$ cat config.mk
export PLATFORM = sky130hd
export DESIGN_NAME = i2s_rx
export DESIGN_NICKNAME = d
export VERILOG_FILES = /design/src/rtl/i2s_rx.sv
export SDC_FILE = /design/constraint.sdc
export NUM_CORES = 1
export LEC_CHECK = 0
export CORE_UTILIZATION = 25
export DETAILED_ROUTE_END_ITERATION = 16
export HOLD_SLACK_MARGIN = 0.03
export PLACE_DENSITY = 0.51
export SETUP_SLACK_MARGIN = 0.02
export SYNTH_ARGS = -nofsm -noshare
export SYNTH_HDL_FRONTEND = slang
export SYNTH_SLANG_ARGS = --single-unit
$ cat constraint.sdc
create_clock -name clk_48 -period 1.95 [get_ports clk_48]
set_input_delay 0.195 -clock clk_48 [delete_from_list [all_inputs] [get_ports clk_48]]
set_output_delay 0.195 -clock clk_48 [all_outputs]
set_load 0.005 [all_outputs]
$ cat src/rtl/i2s_rx.sv
// I2S receiver: oversamples sclk/lrclk/sdata on clk_48 and delivers one
// sign-extended sample per lrclk half, with truncation reporting.
module i2s_rx #(
  parameter int SAMPLE_W    = 24,
  parameter int SYNC_STAGES = 2
) (
  input  logic        clk_48,
  input  logic        rst_n,
  input  logic        sclk,
  input  logic        lrclk,
  input  logic        sdata,
  input  logic        en,
  output logic [31:0] x,
  output logic        x_valid,
  output logic        x_ch,
  output logic        frame_err
);

  localparam int CNT_W = $clog2(SAMPLE_W + 1);

  localparam logic [1:0] ST_IDLE  = 2'd0;
  localparam logic [1:0] ST_SKIP  = 2'd1;
  localparam logic [1:0] ST_SHIFT = 2'd2;
  localparam logic [1:0] ST_WAIT  = 2'd3;

  logic [SYNC_STAGES-1:0] sclk_sync_reg;
  logic [SYNC_STAGES-1:0] lr_sync_reg;
  logic [SYNC_STAGES-1:0] sd_sync_reg;

  logic                sclk_d_reg;
  logic                lr_last_reg,  lr_last_next;
  logic                primed_reg,   primed_next;
  logic [1:0]          state_reg,    state_next;
  logic [CNT_W-1:0]    cnt_reg,      cnt_next;
  logic [SAMPLE_W-1:0] sr_reg,       sr_next;
  logic                ch_reg,       ch_next;
  logic [31:0]         x_reg,        x_next;
  logic                x_ch_reg,     x_ch_next;
  logic                x_valid_reg,  x_valid_next;
  logic                frame_err_reg, frame_err_next;

  logic        sclk_s;
  logic        lr_s;
  logic        sd_s;
  logic        sclk_rise;
  logic        lr_edge;
  logic [31:0] sample_ext;

  always_ff @(posedge clk_48 or negedge rst_n) begin
    if (!rst_n) begin
      sclk_sync_reg <= '0;
      lr_sync_reg   <= '0;
      sd_sync_reg   <= '0;
      sclk_d_reg    <= 1'b0;
    end else begin
      sclk_sync_reg <= {sclk_sync_reg[SYNC_STAGES-2:0], sclk};
      lr_sync_reg   <= {lr_sync_reg[SYNC_STAGES-2:0], lrclk};
      sd_sync_reg   <= {sd_sync_reg[SYNC_STAGES-2:0], sdata};
      sclk_d_reg    <= sclk_sync_reg[SYNC_STAGES-1];
    end
  end

  assign sclk_s    = sclk_sync_reg[SYNC_STAGES-1];
  assign lr_s      = lr_sync_reg[SYNC_STAGES-1];
  assign sd_s      = sd_sync_reg[SYNC_STAGES-1];
  assign sclk_rise = sclk_s & ~sclk_d_reg;
  // The first rise after reset only learns the current lrclk level, so a
  // word already in flight at reset release can never look like a fresh edge.
  assign lr_edge   = sclk_rise & primed_reg & (lr_s != lr_last_reg);

  generate
    if (SAMPLE_W < 32) begin : g_ext
      assign sample_ext = {{(32-SAMPLE_W){sr_reg[SAMPLE_W-1]}}, sr_reg};
    end else begin : g_noext
      assign sample_ext = sr_reg;
    end
  endgenerate

  always_comb begin
    lr_last_next   = lr_last_reg;
    primed_next    = primed_reg;
    state_next     = state_reg;
    cnt_next       = cnt_reg;
    sr_next        = sr_reg;
    ch_next        = ch_reg;
    x_next         = x_reg;
    x_ch_next      = x_ch_reg;
    x_valid_next   = 1'b0;
    frame_err_next = 1'b0;

    if (sclk_rise) begin
      lr_last_next = lr_s;
      primed_next  = 1'b1;
    end

    if (!en) begin
      state_next = ST_IDLE;
    end else begin
      case (state_reg)
        ST_IDLE: begin
          if (lr_edge) begin
            state_next = ST_SKIP;
            ch_next    = lr_s;
          end
        end
        ST_SKIP: begin
          if (lr_edge) begin
            ch_next = lr_s;
          end else if (sclk_rise) begin
            state_next = ST_SHIFT;
            cnt_next   = '0;
          end
        end
        ST_SHIFT: begin
          if (cnt_reg == CNT_W'(SAMPLE_W)) begin
            x_next       = sample_ext;
            x_ch_next    = ch_reg;
            x_valid_next = 1'b1;
            state_next   = ST_WAIT;
          end else if (lr_edge) begin
            frame_err_next = 1'b1;
            state_next     = ST_SKIP;
            ch_next        = lr_s;
          end else if (sclk_rise) begin
            sr_next  = {sr_reg[SAMPLE_W-2:0], sd_s};
            cnt_next = cnt_reg + CNT_W'(1);
          end
        end
        default: begin
          if (lr_edge) begin
            state_next = ST_SKIP;
            ch_next    = lr_s;
          end
        end
      endcase
    end
  end

  always_ff @(posedge clk_48 or negedge rst_n) begin
    if (!rst_n) begin
      lr_last_reg   <= 1'b0;
      primed_reg    <= 1'b0;
      state_reg     <= ST_IDLE;
      cnt_reg       <= '0;
      sr_reg        <= '0;
      ch_reg        <= 1'b0;
      x_reg         <= '0;
      x_ch_reg      <= 1'b0;
      x_valid_reg   <= 1'b0;
      frame_err_reg <= 1'b0;
    end else begin
      lr_last_reg   <= lr_last_next;
      primed_reg    <= primed_next;
      state_reg     <= state_next;
      cnt_reg       <= cnt_next;
      sr_reg        <= sr_next;
      ch_reg        <= ch_next;
      x_reg         <= x_next;
      x_ch_reg      <= x_ch_next;
      x_valid_reg   <= x_valid_next;
      frame_err_reg <= frame_err_next;
    end
  end

  assign x         = x_reg;
  assign x_ch      = x_ch_reg;
  assign x_valid   = x_valid_reg;
  assign frame_err = frame_err_reg;

endmodule

Word-level counts from Yosys, hierarchy flattened:

Index checks and enable logic that the tools add are counted.

* bits of input ports: 6
* flip-flop bits (word level): 68
* output and inout bits: 35
* word-level logic and storage cells: 60

* $add $sub $neg: 1
* muxes and demuxes: 22
* reductions and logical operators: 6
* bitwise gates (word level): 6
* equal/unequal tests: 11

Operators by type and width (count)
* $mux W5: 5
* $mux W1: 10
* $mux W2: 5
* $ne A2 B2 Y1 const B: 5
* $pmux W5 S2: 1
* $reduce_and A7 Y1: 1
* $ne A3 B3 Y1 const B: 2
* $add A5 B1 Y5 const B: 1
* $eq A5 B5 Y1 const B: 1
* $reduce_and A5 Y1: 1
* $pmux W2 S2: 1
* $reduce_and A2 Y1: 2
* $and A1 B1 Y1: 3
* $not A1 Y1: 3
* $reduce_and A3 Y1: 1
* $eq A2 B1 Y1 const B: 1
* $eq A2 B2 Y1 const B: 1
* $reduce_bool A2 Y1: 1
* $ne A1 B1 Y1: 1

Depth between registers and ports, before layout:

* depth in word-level cells: 8
* depth in mapped cells: 8

Worst setup path before layout:

Ideal clock, no wire load.

* path kind: register to register
* start point: register cnt_reg[0]
* end point: register sr_reg[18]
* buffers on the path: 2
* setup slack: -0.001 ns
* cell stages (with the launch flop): 8
* arrival time: 1.826 ns
* clock period less this slack: 1.951 ns
* required time: 1.825 ns
* cells stage by stage: dfrtp_1 inv_1 ha_1 and4b_1 a2111oi_4 buf_6 buf_6 mux2_2

* word-level cells in the longest chain between the ends: 3

Ends and longest elaborated chain
* from (decl): line 34 `logic [CNT_W-1:0] cnt_reg, cnt_next;`
* from (signal assigned): line 155 `cnt_reg <= cnt_next;`
* $eq A5 B5 Y1: line 115 `if (cnt_reg == CNT_W'(SAMPLE_W)) begin`
* $not A1 Y1 (no line)
* $reduce_and A5 Y1 (no line)
* to (signal assigned): line 156 `sr_reg <= sr_next;`
* to (decl): line 35 `logic [SAMPLE_W-1:0] sr_reg, sr_next;`

No other way between the ends.
A chain may end at the register's enable or synchronous reset.

Worst setup path in the final report:

* start point: register cnt_reg[0]
* end point: register sr_reg[1]

Same word-level chain as after synthesis.

==> reports/results.txt <==
post-synth net total - 193
internal power - 2.26 mW
number of clock buffers inserted by TritonCTS - 9
top cells by count, synth - 68 x sky130_fd_sc_hd__dfrtp_1, 51 x sky130_fd_sc_hd__mux2_2, 8 x sky130_fd_sc_hd__buf_4
part of the total power dissipated in sequential elements - 50.4%
antenna violation net count after detailed routing - 0
top cell type by total area after synthesis - sky130_fd_sc_hd__dfrtp_1
top cells by area, synth - sky130_fd_sc_hd__dfrtp_1 63%, sky130_fd_sc_hd__mux2_2 21%, sky130_fd_sc_hd__buf_4 2.2%, sky130_fd_sc_hd__ha_1 1.8%, sky130_fd_sc_hd__a2111oi_4 1.0%
ordered list of cells on the worst path - inv_1 -> ha_1 -> and4b_1 -> a2111oi_4 -> buf_12 -> mux2_2
worst min-delay path category - in -> reg
via count of the first global-routing pass - 1,691
total area of multi-input combinational cells - 900 µm²
most frequent cell after synthesis - sky130_fd_sc_hd__dfrtp_1
status - finished, final reports clean
Cell Area, Synth - 2720 µm²
clock latency of the later-clocked register in the worst-skew pair - 350 ps
hold violation total from the final report - 0
clock tree from TritonCTS - yes
MaxCap Viol Count - 0
share of final-layout standard cells stronger than drive strength 1 - 33.5%
total global-route track usage - 9.58%
Via Count - 1,619
element type at the critical path start - flop
cell with the largest stage delay on the worst path - sky130_fd_sc_hd__dfrtp_1
final number of setup-violating endpoints - 0
number of nets in the final layout - 241
Ant. Diodes - 0
total overflow reported by the global router - 0
level count of the clock H-tree - 3
worst-case setup slack after placement - 62.0 ps
Port Buf Inserts - 40
clock tree buffer depth - 2
unrepaired setup endpoints after global routing - yes
count of buffers added by post-CTS timing repair for setup - 0
critical path endpoint category - flop
final worst hold slack - 279 ps
net switching component of the power - 0.650 mW
GPL Wtd Cong - 0.722
EDFF count, synth - 0
number of rows in the core area - 37
Initial Util - 26.1%
post-layout utilization of the core - 33.9%
share of the yosys chip area belonging to registers - 62.6%
I/O Pins - 41
Max rail drop VDD - 0.436 mV
Final Instance Area - 3530 µm²
total power draw - 2.91 mW
part of the total power dissipated in the clock network - 44.6%
Die W - 106 µm
minimum setup slack in the final design - 56.7 ps
average cell area after synthesis - 14.9 µm²
violation count after the first detailed-route iteration - 45
worst max-slew margin expressed relative to the limit - 68.1%
Die Ht - 106 µm
worst setup skew after layout - 10.5 ps
portion of synthesized cell area occupied by the leading cell type - 62.6%
switching part of the total power - 22.3%
worst stage delay on the critical path - 400 ps
slew at the pin with the worst max-slew slack - 475 ps
die outline area - 11,300 µm²
highest attainable clock frequency - 528 MHz
arrival time at the worst endpoint - 2130 ps
Final Slew Violations - 0
part of the power in combinational logic - 5.0%
leakage power - 1.60 nW
number of remaining DRC errors - 0
cell chosen for the clock root - sky130_fd_sc_hd__clkbuf_8
number of different library cells in the post-synthesis netlist - 29
required time reported for the critical path endpoint - 2180 ps
global-route wire length before repair - 8.22 mm
Clock transition at path regs - 80 ps
standard cell core area - 10,400 µm²
predominant post-synthesis flop cell - sky130_fd_sc_hd__dfrtp_1
share of async-settable or async-resettable flops after synthesis - 100%
maximum number of pins on one net before global-route repair - 30
hold path depth - 1
area occupied by registers - 1700 µm²
number of filler cells placed in the layout - 1,038
Warnings, synthesis - 0
fraction of the cycle the final worst path needs - 97.1%
total detailed-routing wirelength - 4.89 mm
synth-to-layout area growth - 29.9%
Placed Instance Area - 3290 µm²
detailed-route wire length per cell - 13.2 µm
Vias per Instance - 4.35
class of the most critical setup path - reg -> reg
Initial DRT Pass Iterations - 5
power density cells - 824 nW/µm²
post-layout min period - 1890 ps
count of cells along the worst register-to-register path - 6
register bit count reported by yosys - 68
peak fanout along the critical path - 29
clock sink count - 68
hpwl dp - 3.28 mm
cell count after synthesis - 183
initial antenna violation count - 0
==> per-layer routing <==
layer | wire length (µm) | global-route usage [%] | vias to the layer above
met5 | 0 | 0 | -
met4 | 126 | 5.95 | 0
met3 | 202 | 2.58 | 9
met2 | 2350 | 15.0 | 43
met1 | 2220 | 11.7 | 825
li1 | - | - | 742
==> final cells by class <==
cell class | instances | area share [%]
sequential | 68 | 48.2
clock inverter | 5 | 2.41
tap | 136 | 4.82
clock buffer | 11 | 4.00
multi-input combinational | 97 | 25.5
inverter | 5 | 0.532
timing repair buffer | 50 | 14.6
==> timing repair <==
| action | in CTS | in global routing |
|---|---|---|
| hold buffers | 1 | 0 |
| endpoints found under the setup margin | 0 | 25 |
| resized for setup | 0 | 1 |
| hold endpoints to repair | 18 | 0 |
==> logic make-up after synthesis <==
group	count (synthesis)	synth area share, %
mux	51	21.1
compound gates	18	5.34
simple gates	23	4.47
fa+ha+maj	4	1.84
flops	68	62.6
buf+inv	18	4.28
xor+xnor	1	0.322
==> placed cells by master, fill, tap and decap left out, drive strengths merged, types with 3 or more instances in the layout <==
master	count
clkdlybuf4s50	39
clkbuf	11
dfrtp	68
nand2	7
o21ai	3
mux2	51
buf	10
ha	4
inv	5
nor2	5
==> power groups by stage <==
stage	clock network, mW	logic, mW	registers [mW]
CTS	1.34	0.149	1.47
detailed placement	0	0.147	1.49
finish	1.30	0.145	1.47
global placement	0	0.145	1.49
global route	1.40	0.162	1.47
floorplan	0	0.0766	1.49
==> critical path, delay by kind of cell, from the launching register on <==
kind	cells	cell delay (ps)
buffers and inverters	2	330
DFF	1	400
and+or+nand+nor	1	240
AOI/OAI and AO/OA	1	250
muxes	1	360
adders and majority gates	1	210
==> metrics by stage <==
| stage | instances | TNS [ps] |
|---|---|---|
| after detailed placement | 355 | 0 |
| final | 372 | 0 |
| after floorplan | 183 | 0 |
| after global routing | 372 | -155 |
| after global placement | 355 | 0 |
| after CTS | 372 | 0 |
==> worst paths after layout <==
kind                           startpoint                to  slack, ps
max in group asynchronous           rst_n         sr_reg[7]        920
hold / removal                       sclk  sclk_sync_reg[0]        280
setup reg to reg               cnt_reg[0]         sr_reg[1]         60
hold reg to reg            sd_sync_reg[0]    sd_sync_reg[1]        350
setup / recovery               cnt_reg[0]         sr_reg[1]         60
min in group asynchronous           rst_n              x[0]        330
Note: power is estimated with default switching activity, not from simulation.
